### src/rtl/reg_writeback_file_if.sv
// Issue/writeback bundle between the register track selector and the
// register writeback file.
interface reg_writeback_file_if #(
    parameter int WIDTH = 8,
    parameter int DEPTH = 4
);
    localparam int CNT_W = $clog2(DEPTH) + 1;

    logic             issue_valid;
    logic             issue_ready;
    logic             track_select;
    logic [1:0]       r1_addr;
    logic [1:0]       r2_addr;
    logic [1:0]       rw_addr;
    logic [WIDTH-1:0] r1_data;
    logic [WIDTH-1:0] r2_data;
    logic             wb_valid;
    logic [WIDTH-1:0] wb_data;
    logic             wb_ready;
    logic [CNT_W-1:0] pending_count;
    logic             wb_error;

    modport master (
        output issue_valid, track_select, r1_addr, r2_addr, rw_addr, wb_valid, wb_data,
        input  issue_ready, r1_data, r2_data, wb_ready, pending_count, wb_error
    );

    modport slave (
        input  issue_valid, track_select, r1_addr, r2_addr, rw_addr, wb_valid, wb_data,
        output issue_ready, r1_data, r2_data, wb_ready, pending_count, wb_error
    );
endinterface

### src/rtl/reg_writeback_file.sv
// Four-entry register file with an in-order pending-write queue, same-cycle
// writeback bypass and issue stalling on RAW hazards or a full queue.
module reg_writeback_file #(
    parameter int WIDTH = 8,
    parameter int DEPTH = 4
) (
    input  logic                 clk,
    input  logic                 rst,
    reg_writeback_file_if.slave  bus
);
    localparam int PTR_W = $clog2(DEPTH);
    localparam int CNT_W = PTR_W + 1;
    localparam logic [CNT_W-1:0] FULL_CNT = CNT_W'(DEPTH);
    localparam logic [CNT_W-1:0] ZERO_CNT = {CNT_W{1'b0}};
    localparam logic [CNT_W-1:0] ONE_CNT  = CNT_W'(1);
    localparam logic [PTR_W-1:0] ONE_PTR  = PTR_W'(1);

    logic [WIDTH-1:0] regs_r [4];
    logic [1:0]       fifo_r [DEPTH];
    logic [PTR_W-1:0] head_r;
    logic [PTR_W-1:0] tail_r;
    logic [CNT_W-1:0] count_r;
    logic [CNT_W-1:0] busy_r [4];
    logic             wb_error_r;

    logic             wb_fire_s;
    logic             push_s;
    logic             hz_s;
    logic             fs_s;
    logic             issue_ready_s;
    logic [1:0]       head_addr_s;
    logic [CNT_W-1:0] eb1_s;
    logic [CNT_W-1:0] eb2_s;
    logic [WIDTH-1:0] r1_data_s;
    logic [WIDTH-1:0] r2_data_s;

    assign head_addr_s = fifo_r[head_r];
    assign wb_fire_s   = bus.wb_valid && (count_r != ZERO_CNT);

    // Operand bypass, effective busy (retiring write no longer counts) and issue gating
    always_comb begin
        if (wb_fire_s && (head_addr_s == bus.r1_addr)) begin
            r1_data_s = bus.wb_data;
            eb1_s     = busy_r[bus.r1_addr] - ONE_CNT;
        end else begin
            r1_data_s = regs_r[bus.r1_addr];
            eb1_s     = busy_r[bus.r1_addr];
        end
        if (wb_fire_s && (head_addr_s == bus.r2_addr)) begin
            r2_data_s = bus.wb_data;
            eb2_s     = busy_r[bus.r2_addr] - ONE_CNT;
        end else begin
            r2_data_s = regs_r[bus.r2_addr];
            eb2_s     = busy_r[bus.r2_addr];
        end
        hz_s          = (eb1_s != ZERO_CNT) || (eb2_s != ZERO_CNT);
        fs_s          = !bus.track_select && (count_r == FULL_CNT) && !wb_fire_s;
        issue_ready_s = !hz_s && !fs_s;
        push_s        = bus.issue_valid && issue_ready_s && !bus.track_select;
    end

    // Register array: retiring result lands in the head destination
    always_ff @(posedge clk) begin
        if (rst) begin
            for (int r = 0; r < 4; r++) begin
                regs_r[r] <= {WIDTH{1'b0}};
            end
        end else if (wb_fire_s) begin
            regs_r[head_addr_s] <= bus.wb_data;
        end else begin
            regs_r <= regs_r;
        end
    end

    // Pending-write queue storage and pointers
    always_ff @(posedge clk) begin
        if (rst) begin
            head_r  <= {PTR_W{1'b0}};
            tail_r  <= {PTR_W{1'b0}};
            count_r <= ZERO_CNT;
            for (int i = 0; i < DEPTH; i++) begin
                fifo_r[i] <= 2'b00;
            end
        end else begin
            if (push_s) begin
                fifo_r[tail_r] <= bus.rw_addr;
                tail_r         <= tail_r + ONE_PTR;
            end else begin
                tail_r <= tail_r;
            end
            if (wb_fire_s) begin
                head_r <= head_r + ONE_PTR;
            end else begin
                head_r <= head_r;
            end
            case ({push_s, wb_fire_s})
                2'b10:   count_r <= count_r + ONE_CNT;
                2'b01:   count_r <= count_r - ONE_CNT;
                default: count_r <= count_r;
            endcase
        end
    end

    // Per-register count of outstanding writes; push and pop to one register cancel
    always_ff @(posedge clk) begin
        if (rst) begin
            for (int r = 0; r < 4; r++) begin
                busy_r[r] <= ZERO_CNT;
            end
        end else begin
            for (int r = 0; r < 4; r++) begin
                case ({push_s && (bus.rw_addr == 2'(r)), wb_fire_s && (head_addr_s == 2'(r))})
                    2'b10:   busy_r[r] <= busy_r[r] + ONE_CNT;
                    2'b01:   busy_r[r] <= busy_r[r] - ONE_CNT;
                    default: busy_r[r] <= busy_r[r];
                endcase
            end
        end
    end

    // Sticky flag for results arriving with nothing pending
    always_ff @(posedge clk) begin
        if (rst) begin
            wb_error_r <= 1'b0;
        end else if (bus.wb_valid && (count_r == ZERO_CNT)) begin
            wb_error_r <= 1'b1;
        end else begin
            wb_error_r <= wb_error_r;
        end
    end

    assign bus.issue_ready   = issue_ready_s;
    assign bus.r1_data       = r1_data_s;
    assign bus.r2_data       = r2_data_s;
    assign bus.wb_ready      = (count_r != ZERO_CNT);
    assign bus.pending_count = count_r;
    assign bus.wb_error      = wb_error_r;
endmodule
### src/flat_wrapper.sv
// flat-port wrapper written by rule: the top's interface ports become plain ports
module reg_writeback_file_flat 
#(
    parameter int WIDTH = 8,
    parameter int DEPTH = 4
)
  (clk, rst, bus_issue_valid, bus_track_select, bus_r1_addr, bus_r2_addr, bus_rw_addr, bus_wb_valid, bus_wb_data, bus_issue_ready, bus_r1_data, bus_r2_data, bus_wb_ready, bus_pending_count, bus_wb_error);
  reg_writeback_file_if #(.WIDTH(WIDTH), .DEPTH(DEPTH)) bus_i ();
  input  logic clk;
  input  logic rst;
  input wire logic [$bits(bus_i.issue_valid)-1:0] bus_issue_valid;
  input wire logic [$bits(bus_i.track_select)-1:0] bus_track_select;
  input wire logic [$bits(bus_i.r1_addr)-1:0] bus_r1_addr;
  input wire logic [$bits(bus_i.r2_addr)-1:0] bus_r2_addr;
  input wire logic [$bits(bus_i.rw_addr)-1:0] bus_rw_addr;
  input wire logic [$bits(bus_i.wb_valid)-1:0] bus_wb_valid;
  input wire logic [$bits(bus_i.wb_data)-1:0] bus_wb_data;
  output wire logic [$bits(bus_i.issue_ready)-1:0] bus_issue_ready;
  output wire logic [$bits(bus_i.r1_data)-1:0] bus_r1_data;
  output wire logic [$bits(bus_i.r2_data)-1:0] bus_r2_data;
  output wire logic [$bits(bus_i.wb_ready)-1:0] bus_wb_ready;
  output wire logic [$bits(bus_i.pending_count)-1:0] bus_pending_count;
  output wire logic [$bits(bus_i.wb_error)-1:0] bus_wb_error;
  assign bus_i.issue_valid = bus_issue_valid;
  assign bus_i.track_select = bus_track_select;
  assign bus_i.r1_addr = bus_r1_addr;
  assign bus_i.r2_addr = bus_r2_addr;
  assign bus_i.rw_addr = bus_rw_addr;
  assign bus_i.wb_valid = bus_wb_valid;
  assign bus_i.wb_data = bus_wb_data;
  assign bus_issue_ready = bus_i.issue_ready;
  assign bus_r1_data = bus_i.r1_data;
  assign bus_r2_data = bus_i.r2_data;
  assign bus_wb_ready = bus_i.wb_ready;
  assign bus_pending_count = bus_i.pending_count;
  assign bus_wb_error = bus_i.wb_error;
  reg_writeback_file #(.WIDTH(WIDTH), .DEPTH(DEPTH)) u_core (.clk(clk), .rst(rst), .bus(bus_i));
endmodule
### config.mk
export PLATFORM = sky130hd
export DESIGN_NAME = reg_writeback_file_flat
export DESIGN_NICKNAME = d
export VERILOG_FILES = /design/src/rtl/reg_writeback_file_if.sv /design/src/rtl/reg_writeback_file.sv /design/src/flat_wrapper.sv
export SDC_FILE = /design/constraint.sdc
export NUM_CORES = 1
export LEC_CHECK = 0
export CORE_MARGIN = 4
export CORE_UTILIZATION = 43
export CTS_CLUSTER_SIZE = 14
export DETAILED_ROUTE_END_ITERATION = 16
export SLEW_MARGIN = 30
export SYNTH_ARGS = -nofsm -noshare
export SYNTH_HDL_FRONTEND = slang
export SYNTH_SLANG_ARGS = --single-unit
### constraint.sdc
create_clock -name clk -period 7.36 [get_ports clk]
set_input_delay 0.736 -clock clk [delete_from_list [all_inputs] [get_ports clk]]
set_output_delay 0.736 -clock clk [all_outputs]
set_load 0.005 [all_outputs]
### After elaboration in Yosys (flattened, before gate mapping)

Memories as Yosys holds them, arrays and structs flattened. A register that Yosys moved wholly into a read port is not among the register bits.
Cells that the tools add are included.

| word-level totals | value |
|---|---|
| memories kept | 2 |
| word-level logic and storage cells | 169 |
| input bits | 19 |
| output and inout bits | 22 |
| bits in writable memories | 20 |
| register bits after elaboration | 40 |

| operators by class | value |
|---|---|
| muxes and demuxes | 72 |
| equality and inequality tests | 19 |
| reduce and logical (&&, ||, !) cells | 35 |
| bitwise operators | 15 |
| add/subtract/negate cells | 14 |
| $lt $le $gt $ge | 4 |

Memory list:

| memory | words | width | read ports | clocked after memory_dff | write ports | line | source |
|---|---|---|---|---|---|---|---|
| u_core.busy_r | 4 | 3 | 6 | 0 | 4 | reg_writeback_file.sv:23 | `logic [CNT_W-1:0] busy_r [4];` |
| u_core.fifo_r | 4 | 2 | 1 | 1 | 4 | reg_writeback_file.sv:19 | `logic [1:0] fifo_r [DEPTH];` |

Operator list:

| cell | number |
|---|---|
| $mux 8 | 7 |
| $mux 1 | 42 |
| $mux 3 | 14 |
| $bmux 8 s2 | 2 |
| $bwmux 32 | 1 |
| $sub 3x1->3 const B | 7 |
| $eq 2x2->1 const B | 9 |
| $logic_and 1x1->1 | 18 |
| $demux 8 s2 | 1 |
| $add 3x1->3 const B | 5 |
| $eq 2x1->1 const B | 7 |
| $or 1x1->1 | 12 |
| $reduce_or 2->1 | 5 |
| $ge 3x3->1 const B | 3 |
| $not 2->3 | 3 |
| $reduce_bool 3->1 | 3 |
| $mux 2 | 4 |
| $pmux 3 s2 | 1 |
| $add 2x1->2 const B | 2 |
| $eq 2x2->1 | 2 |
| $logic_not 1->1 | 4 |
| $logic_not 2->1 | 2 |
| $eq 3x3->1 const B | 1 |
| $logic_not 3->1 | 1 |
| 3 further kinds | 3 |

### Longest topological paths before layout

| logic depth | value |
|---|---|
| depth after elaboration | 18 |
| depth in mapped cells | 17 |
| mapped depth without buffers | 15 |

### Least setup slack after synthesis

No wires, ideal clock.

| path | value |
|---|---|
| kind | input -> register |
| from | in bus_r1_addr[0] |
| to | mem u_core.busy_r[0][2] (netlist name), data pin |
| data required time | 7.094 ns |
| path buffers | 1 |
| arrival | 3.708 ns |
| setup time | 0.266 ns |
| slack | 3.386 ns |
| stages on the path | 16 |
| path through | buf_2 > mux4_2 > inv_1 > ha_1 > xor2_1 > nand4_1 > nand4b_4 > nor4b_4 > or3b_1 > ha_1 > nand2b_1 > fa_1 > xor2_1 > nor3_1 > a21oi_1 > nor2_1 |

RTL lines:

| what | line | source |
|---|---|---|
| from (decl) | flat_wrapper.sv:13 | `input wire logic [$bits(bus_i.r1_addr)-1:0] bus_r1_addr;` |
| to (decl) | reg_writeback_file.sv:23 |  |

==> flow_summary.json <==
{
  "syn2layout_area_growth_pct": 18.56,
  "grt_overflow_total": 0,
  "fin_util_pct": 52.22,
  "die-area_sq_um": 10460,
  "max_freq_mhz": 198.6,
  "cap_violations": 0,
  "dieWidth_microns": 102.3,
  "timing.rr.end": "u_core.busy_r[0][2]",
  "period_needed_ns": 5.036,
  "yosysWarnings": 0,
  "numPortBuffers": 40,
  "cts_tree": "done",
  "remaining_drc_errors": 0,
  "cts_resized": 0,
  "totalWireLength_mm": 8.245,
  "drtPass1Iterations": 4,
  "hold_buffers": 0,
  "ys.flop_type": "dfxtp_1",
  "synth_edf_count": 20,
  "ys_types": 47,
  "viasPerCell": 5.348,
  "grt_pass1_wl_mm": 13.62,
  "core_sq_um": 8678,
  "cts_made_buffers": 9,
  "arrival_ns": 5.10,
  "drive_gt1_share_pct": 18.45,
  "worstPathRequired_ns": 7.43,
  "reg2reg_from": "u_core.bus.pending_count[0]",
  "syn_inst": 360,
  "combinationalPowerShare_pct": 12.2,
  "reg2reg_depth": 14,
  "hold_class": "flip-flop to flip-flop",
  "p_int_w": 0.0005986,
  "path_class": "input port to flip-flop",
  "r2r_slack_ns": 2.87,
  "nets": 432,
  "period_share_pct": 68.42,
  "yosysSeqAreaShare_pct": 37.71,
  "drv_slew": 0,
  "root_buffer": "clkbuf_8",
  "wl_per_cell_microns": 16.20,
  "drtAntennaViolNets": 0,
  "ios": 41,
  "finalSetupViolations": 0,
  "max-slew-margin-rel_pct": 39.06,
  "yosys.area.top_type": "dfxtp_1",
  "finalSetupTns_ns": 0,
  "clkPwrFrac_pct": 41.6,
  "finalClockSkew_ns": 0.01406,
  "hold_path_end": "u_core.regs_r[2]",
  "grt_start_max_net_pins": 68,
  "critPathLaunchType": "input port",
  "die-height_microns": 102.3,
  "drt_iter0_markers": 104,
  "vias": 2722,
  "clkTransAtPathRegs_ns": 0.08,
  "min_path_cells": 2,
  "clk_latency_ns": 0.35,
  "powerDensity_nw_per_um2": 177.0,
  "tightest_slew_ns": 0.9113,
  "yosys.area.top_type_share_pct": 22.00,
  "power_frac_seq_pct": 46.2,
  "hold_viol": 0,
  "leakage_nw": 1.657,
  "antenna_found_initial": 0,
  "grt.total_usage_pct": 17.27,
  "syn_avg_cell_area_sq_um": 10.62,
  "switchingPower_w": 0.0002037,
  "worstSetupEndpointType": "flip-flop",
  "async_reset_ff_share_pct": 0,
  "routabilityCongestion": 0.7403,
  "postCtsSetupRepairBufs": 0,
  "n_antenna_cell": 0,
  "htree_levels": 3,
  "postSynthNetCount": 396,
  "power.total_w": 0.0008023,
  "netlist_top_cells_count": "nor2_1 (47), dfxtp_1 (42), mux2i_1 (25)",
  "synthTopCellsByArea": "dfxtp_1 (22%), edfxtp_1 (16%), mux4_2 (14%)",
  "status": "finished clean",
  "ys_ff_latch": 62,
  "clkSinkCount": 62,
  "grt_pass1_vias": 2682,
  "yosysMostFrequentCell": "nor2_1",
  "rsz0062_at_grt": "no",
  "dp_hpwl_mm": 5.698,
  "syn_area_sq_um": 3822,
  "clock_path_buffers": 2,
  "min-delay-start": "u_core.regs_r[2]",
  "ir_worst_vdd_uv": 68.60,
  "netSwitchingFraction_pct": 25.39,
  "start_util_pct": 44.05,
  "crit_fanout": 14,
  "num_rows": 34
}
placed cells by master (no fill, tap or decap), types with 3 or more instances in the layout:
cell type / instances
nor2_1: 47
dfxtp_1: 42
clkdlybuf4s50_1: 38
mux2i_1: 25
mux4_2: 24
inv_1: 23
nand2_1: 21
edfxtp_1: 20
mux2_2: 19
nor3_1: 17
a21oi_1: 15
ha_1: 13
clkbuf_8: 10
and3_1: 8
xor2_1: 7
nor2b_1: 7
xnor2_1: 5
nand2b_1: 4
and2_1: 4
o21bai_1: 4
fa_1: 4
buf_4: 4
nand3_1: 3
a21o_1: 3
critical path: stages:
cell and delay, ns:
clkdlybuf4s50_1 1.06, mux4_2 0.63, inv_1 0.07, ha_1 0.15, xor2_1 0.07, nand4_1 0.13
nand4b_4 0.15, nor4b_4 0.68, or3b_1 0.41, ha_1 0.26, nand2b_1 0.12, fa_1 0.19
xor2_1 0.20, nor3_1 0.08, a21oi_1 0.12, nor2_1 0.05
power groups by stage:
stage	sequential, W	clock [W]	combinational, W
after floorplan	0.000376	0	0.0000682
after global placement	0.000378	0	0.0000977
after detailed placement	0.000379	0	0.0000997
after CTS	0.000371	0.000343	0.000100
after global routing	0.000372	0.000358	0.000110
final	0.000370	0.000334	0.0000982
per-layer routing:
metal  vias to the layer above  share of wire, %  global-route usage (%)
met3                        14               5.4                   2.867
met4                         0               1.7                   6.559
li1                       1359                 -                       -
met1                      1282                46                   24.61
met2                        67                47                   26.44
met5                         -                 0                       0
worst max-delay path by stage:
| stage | from | endpoint | slack, ns |
|---|---|---|---|
| after floorplan | bus_r1_addr[0] | u_core.busy_r[0][2] | 3.39 |
| after global placement | bus_r2_addr[0] | u_core.busy_r[0][2] | 2.01 |
| after detailed placement | bus_r2_addr[0] | u_core.busy_r[0][2] | 1.89 |
| after CTS | bus_r2_addr[0] | u_core.busy_r[0][2] | 2.25 |
| after global routing | bus_r1_addr[0] | u_core.busy_r[0][2] | 1.94 |
| final | bus_r1_addr[0] | u_core.busy_r[0][2] | 2.32 |
registers in the layout (all words and copies together), names as in the netlist, named ones only:
register,flops
u_core.tail_r,2
u_core.regs_r,32
u_core.head_r,2
u_core.busy_r,12
u_core.bus.pending_count,3
u_core.fifo_r,8
u_core.bus.wb_error,1
area by class of cell:
type / instances / area, sq um
fillers: 811 / 4146
multi-input cells: 255 / 2222
flip-flops and latches: 62 / 1441
repair buffers: 44 / 420.4
clock buffers: 11 / 162.7
well taps: 108 / 135.1
inverters: 24 / 90.09
clock inverters: 5 / 60.06
kinds of logic (layout without fill, tap and decap cells):
group | count (synthesis) | after routing | share of synthesized area [%]
compound gates | 31 | 31 | 5.205
xor+xnor | 12 | 12 | 2.750
fa+ha+maj | 17 | 17 | 6.350
buf+inv | 43 | 84 | 4.419
flops | 62 | 62 | 37.71
mux | 68 | 68 | 26.28
simple gates | 127 | 127 | 17.28
stage by stage:
step           worst slack (ns)  hold slack [ns]  instance area (sq um)  std cells
5_1_grt                   1.945           0.4946                   4532        509
6_report                  2.324           0.4676                   4532        509
3_3_place_gp              2.008           0.4488                   4314        493
4_1_cts                   2.245           0.4720                   4537        509
2_1_floorplan             3.386           0.4430                   3822        360
3_5_place_dp              1.891           0.4608                   4314        493
Note: power is estimated with default switching activity, not from simulation.
